`src/rtl/seq_multiplier_if.sv`:
```
// Handshake and operand bundle for the sequential shift-add multiply-accumulate unit.
// The master starts operations; the slave (the multiplier) reports busy/done and the product.
interface seq_multiplier_if #(
    parameter int D_WIDTH = 4
);
    logic                   i_start;
    logic [D_WIDTH-1:0]     i_multiplicand;
    logic [D_WIDTH-1:0]     i_multiplier;
    logic [D_WIDTH-1:0]     i_addend;
    logic                   o_busy;
    logic                   o_done;
    logic [2*D_WIDTH-1:0]   o_product;

    modport master (
        output i_start, i_multiplicand, i_multiplier, i_addend,
        input  o_busy, o_done, o_product
    );

    modport slave (
        input  i_start, i_multiplicand, i_multiplier, i_addend,
        output o_busy, o_done, o_product
    );
endinterface

```
`src/rtl/seq_multiplier.sv`:
```
// Sequential shift-add multiply-accumulate: o_product = A*B + C, one iteration per multiplier bit.
// Fixed latency of D_WIDTH+1 edges from start to done; i_start in any state reloads and restarts.
module seq_multiplier #(
    parameter int D_WIDTH = 4
) (
    input  logic               i_clk,
    input  logic               i_rstn,
    seq_multiplier_if.slave    bus
);
    localparam int CNT_W = (D_WIDTH > 2) ? $clog2(D_WIDTH) : 1;

    typedef enum logic [1:0] {
        ST_IDLE,
        ST_BUSY,
        ST_DONE
    } state_t;

    state_t                 r_state;
    state_t                 w_next_state;
    logic [CNT_W-1:0]       r_count;
    logic [D_WIDTH-1:0]     r_a;
    logic [D_WIDTH-1:0]     r_hi;
    logic [D_WIDTH-1:0]     r_lo;
    logic [2*D_WIDTH-1:0]   r_product;
    logic [D_WIDTH:0]       w_sum;
    logic                   w_last;

    assign w_last = (r_count == CNT_W'(D_WIDTH - 1));

    // The adder is one bit wider than hi so the carry-out shifts into hi's MSB.
    assign w_sum = {1'b0, r_hi} + (r_lo[0] ? {1'b0, r_a} : '0);

    // NOTE: sequential state uses non-blocking assignments so every register
    // samples the pre-edge values, independent of statement order.
    always_ff @(posedge i_clk or negedge i_rstn) begin
        if (!i_rstn) begin
            r_state <= ST_IDLE;
        end else begin
            r_state <= w_next_state;
        end
    end

    // NOTE: every output of this block gets a default first, so no path can
    // leave a signal unassigned and infer a latch.
    always_comb begin
        w_next_state = r_state;
        bus.o_busy   = 1'b0;
        bus.o_done   = 1'b0;
        case (r_state)
            ST_IDLE: begin
                if (bus.i_start) w_next_state = ST_BUSY;
            end
            ST_BUSY: begin
                bus.o_busy = 1'b1;
                if (bus.i_start)  w_next_state = ST_BUSY;
                else if (w_last)  w_next_state = ST_DONE;
            end
            ST_DONE: begin
                bus.o_done = 1'b1;
                if (bus.i_start) w_next_state = ST_BUSY;
            end
            default: w_next_state = ST_IDLE;
        endcase
    end

    always_ff @(posedge i_clk or negedge i_rstn) begin
        if (!i_rstn) begin
            r_count   <= '0;
            r_a       <= '0;
            r_hi      <= '0;
            r_lo      <= '0;
            r_product <= '0;
        end else if (bus.i_start) begin
            r_count <= '0;
            r_a     <= bus.i_multiplicand;
            r_hi    <= bus.i_addend;
            r_lo    <= bus.i_multiplier;
        end else if (r_state == ST_BUSY) begin
            r_count <= r_count + CNT_W'(1);
            r_hi    <= w_sum[D_WIDTH:1];
            r_lo    <= {w_sum[0], r_lo[D_WIDTH-1:1]};
            // Only the final shifted accumulator is published; intermediates stay internal.
            if (w_last) r_product <= {w_sum, r_lo[D_WIDTH-1:1]};
        end
    end

    assign bus.o_product = r_product;
endmodule

```
`src/flat_wrapper.sv`:
```
// flat-port wrapper written by rule: the top's interface ports become plain ports
module seq_multiplier_flat 
#(
    parameter int D_WIDTH = 4
)
  (i_clk, i_rstn, bus_i_start, bus_i_multiplicand, bus_i_multiplier, bus_i_addend, bus_o_busy, bus_o_done, bus_o_product);
  seq_multiplier_if #(.D_WIDTH(D_WIDTH)) bus_i ();
  input  logic i_clk;
  input  logic i_rstn;
  input wire logic [$bits(bus_i.i_start)-1:0] bus_i_start;
  input wire logic [$bits(bus_i.i_multiplicand)-1:0] bus_i_multiplicand;
  input wire logic [$bits(bus_i.i_multiplier)-1:0] bus_i_multiplier;
  input wire logic [$bits(bus_i.i_addend)-1:0] bus_i_addend;
  output wire logic [$bits(bus_i.o_busy)-1:0] bus_o_busy;
  output wire logic [$bits(bus_i.o_done)-1:0] bus_o_done;
  output wire logic [$bits(bus_i.o_product)-1:0] bus_o_product;
  assign bus_i.i_start = bus_i_start;
  assign bus_i.i_multiplicand = bus_i_multiplicand;
  assign bus_i.i_multiplier = bus_i_multiplier;
  assign bus_i.i_addend = bus_i_addend;
  assign bus_o_busy = bus_i.o_busy;
  assign bus_o_done = bus_i.o_done;
  assign bus_o_product = bus_i.o_product;
  seq_multiplier #(.D_WIDTH(D_WIDTH)) u_core (.i_clk(i_clk), .i_rstn(i_rstn), .bus(bus_i));
endmodule
```
`config.mk`:
```
export PLATFORM = sky130hd
export DESIGN_NAME = seq_multiplier_flat
export DESIGN_NICKNAME = d
export VERILOG_FILES = /design/src/rtl/seq_multiplier_if.sv /design/src/rtl/seq_multiplier.sv /design/src/flat_wrapper.sv
export SDC_FILE = /design/constraint.sdc
export NUM_CORES = 1
export LEC_CHECK = 0
export CAP_MARGIN = 20
export CORE_ASPECT_RATIO = 1.4
export CORE_MARGIN = 1
export CORE_UTILIZATION = 40
export CTS_BUF_LIST = sky130_fd_sc_hd__clkbuf_4
export DETAILED_ROUTE_END_ITERATION = 7
export PLACE_DENSITY = 0.68
export RECOVER_POWER = 100
export SLEW_MARGIN = 20
export SYNTH_ARGS = -nofsm -noshare
export SYNTH_HDL_FRONTEND = slang
export SYNTH_SLANG_ARGS = --single-unit
```
`constraint.sdc`:
```
create_clock -name i_clk -period 1.4 [get_ports i_clk]
set_input_delay 0.21 -clock i_clk [delete_from_list [all_inputs] [get_ports i_clk]]
set_output_delay 0.21 -clock i_clk [all_outputs]
set_load 0.1 [all_outputs]
```
==> results of run 1 <==
[final timing paths]
| path | from | endpoint | slack [ns] | depth (start not counted) |
|---|---|---|---|---|
| min in group i_clk | bus_i_multiplier[3] | u_core.r_lo[3] | 0.47 | 3 |
| hold / removal | i_rstn | u_core.bus.o_product[4] | 0.43 | 2 |
| max in group asynchronous | i_rstn | u_core.r_a[2] | 0.60 | 2 |
| setup / recovery | u_core.r_lo[0] | u_core.r_hi[2] | -0.30 | 7 |
| setup reg to reg | u_core.r_lo[0] | u_core.r_hi[2] | -0.30 | 7 |
| hold reg to reg | u_core.r_state[1] | u_core.r_state[0] | 0.49 | 1 |
[metal layers]
metal / vias to the layer above / GRT usage [%] / wire length (microns)
met1: 475 / 21.39 / 1076
met4: 0 / 9.028 / 70
li1: 472 / - / -
met5: - / 0 / 0
met3: 8 / 3.279 / 97
met2: 23 / 31.93 / 1442
[power by group through the flow]
stage	logic (mW)	registers (mW)	clock network (mW)
floorplan	0.782	1.86	0
global placement	2.40	1.13	0
detailed placement	2.44	1.15	0
CTS	2.61	1.13	0.296
global route	2.94	1.17	0.334
finish	2.78	1.15	0.290
[per-stage QoR]
stage / total power, mW / hold WS [ns]
2_1_floorplan: 2.646 / -0.08559
3_3_place_gp: 3.528 / 0.4405
3_5_place_dp: 3.589 / 0.4756
4_1_cts: 4.034 / 0.2628
5_1_grt: 4.443 / 0.4459
6_report: 4.223 / 0.4291
[cell families (layout without fill, tap and decap cells)]
logic type                 Yosys count  after routing  synth area share (%)
muxes                                8              8                 7.219
and+or+nand+nor                     41             41                 16.77
AOI/OAI and AO/OA                   23             23                 11.04
adders and majority gates            6              6                 7.006
xor gates and xnor gates             3              3                 2.230
buffers and inverters               11             52                 4.778
DFF                                 24             24                 50.96
[repair_timing]
| action | 4_1_cts | 5_1_grt |
|---|---|---|
| gates resized for setup | 10 | 17 |
| setup endpoints to repair | 13 | 12 |
| gates cloned | 0 | 0 |
| pin swaps | 8 | 9 |
| buffers inserted | 4 | 4 |
[sequential cells by signal, indices dropped and copies added, names as in the netlist]
signal,cells
u_core.bus.o_product,8
u_core.r_a,4
u_core.r_hi,4
u_core.r_lo,4
u_core.r_count,2
u_core.r_state,2
[cells in the mapped netlist, drive strengths merged (2+ instances only)]
master,n
mux2i,4
ha,5
nor3b,2
inv,6
xor2,2
a21oi,10
mux2,4
and2,3
nand2,25
buf,3
nor2,4
o21ai,10
dfrtp,24
a21o,2
clkbuf,2
[area by class of cell]
cell class	instances	area (sq um)	share of cell area, %
clock buffer	3	22.52	1.231
inverter	6	25.02	1.368
multi-input combinational	81	633.1	34.61
sequential	24	600.6	32.83
tap	36	45.04	2.462
timing repair buffer	43	503.0	27.50
[worst reg2reg max path, stage by stage (launching register included)]
cell     delay [ns]
dfrtp_1        0.41
buf_6          0.13
buf_6          0.11
and2_4         0.13
ha_4           0.30
a21oi_4        0.08
or4_1          0.40
nand3_1        0.08
==> results.ini, run 1 <==
[logic_synthesis]
syn_nets = 137
synth_area_leaders = dfrtp_1 (51%), nand2_1 (8.0%), ha_1 (5.3%), a21oi_1 (4.2%), mux2_2 (3.8%)
yosys.area.top_type = dfrtp_1
synth_top_area_share_pct = 50.96
synth_edf_count = 0
syn-cell-area_sq_um = 1179
syn_area_per_cell_sq_um = 10.16
synth_cells = 116
async_flop_share_pct = 100.0
yosys_warnings = 0
ys_ff_latch = 24
yosysSeqAreaShare_pct = 50.96
synth-main-ff-cell = dfrtp_1
synth_cell_types = 30

[power]
swShare_pct = 47.95
vdd_drop_max_mv = 1.379
leakage_nw = 0.8354
p_clk_share_pct = 6.9
power_frac_seq_pct = 27.2
p_sw_mw = 2.025
comb_power_share_pct = 65.9
power.density_nw_per_um2 = 2309
internal_power_mw = 2.198

[setup_path]
crit_path_end_kind = flip-flop
path_cells = buf_6 -> buf_6 -> and2_4 -> ha_4 -> a21oi_4 -> or4_1 -> nand3_1
cpMostUsedCell = buf_6
crit_family = simple AND/OR/NAND/NOR gates
required_ns = 1.65
crit_fanout = 3
crit_buf_inv = 2
cp_slowest_cell = dfrtp_1
critPathKind = flip-flop to flip-flop
cpPeakStageDelay_ns = 0.41
cp-start-kind = flip-flop
crit_arrival_ns = 1.95

[die]
ios = 25
die_area_sq_um = 3171
core_region_area_sq_um = 2698
num_rows = 22
die_w_microns = 47.88
start_util_pct = 43.69
die_h_microns = 66.23

[timing]
max_slew_margin_pct = 61.33
fin_ws_ns = -0.3044
fin_crit_sh_pct = 121.7
max_slew.worst_pin.slew_ns = 0.5800
tns_ns = -1.623
slew_viol_final = 0
rsz0062_at_grt = yes
timing.fmax_mhz = 586.7
fin_worst_skew_ns = 0.001379
layout_min_cycle_time_ns = 1.704
final_hold_viol_count = 0
finalSetupViolations = 8

[drt]
drtIter0Drc = 18
first_pass_iters = 4
ant_nets = 0
drc = 0
post_drt_wl_per_cell_microns = 13.92
vias = 978
vias_per_cell = 5.067
drt-total-wl_microns = 2687

[layout]
drive_above_1_share_pct = 36.94
fillers = 219
fin_nets = 180
final_cell_mix = nand2_1 (24), dfrtp_1 (24), clkdlybuf4s50_1 (13)
utilization_pct = 67.81
stdcell_count = 193
final_area_sq_um = 1829
antennaDiodeCount = 0
syn_to_final_growth_pct = 55.20

[hold_path]
hp-class = input port to async pin

[cts]
cts_root_buf = clkbuf_4
cts_hold_buf = 0
clock_sinks = 24
clk_pin_slew_ns = 0.12
insertion_delay_ns = 0.30
cts.path.max_buffers = 2
cts_htree_levels = 1
cts_tree = done
cts_buffers = 3

[place]
finalWeightedCongestion = 0.7873
dp_slack_ns = -0.3152
dpl-instance-area_sq_um = 1633
place_inst = 182
portBuffers = 24
hpwlAfterDp_microns = 1844

[grt]
overflow = 0
grt_pass1_vias = 947
antenna_found_initial = 0
grt_max_degree = 25
gr-usage-all-layers_pct = 18.76
grt_pass1_wl_microns = 4126

[run]
drv_cap = 0

[run_status]
violations = negative setup slack
status = finished, violations left

Note: power is estimated with default switching activity, not from simulation.
==> run 2, diff against run 1 <==
--- a/config.mk
+++ b/config.mk
@@ -5,6 +5,7 @@
 export SDC_FILE = /design/constraint.sdc
 export NUM_CORES = 1
 export LEC_CHECK = 0
+export ABC_CLOCK_PERIOD_IN_PS = 1400
 export CAP_MARGIN = 20
 export CORE_ASPECT_RATIO = 1.4
 export CORE_MARGIN = 1
==> results of run 2 <==
No change in the layout: final DEF, timing and power equal those of run 1.
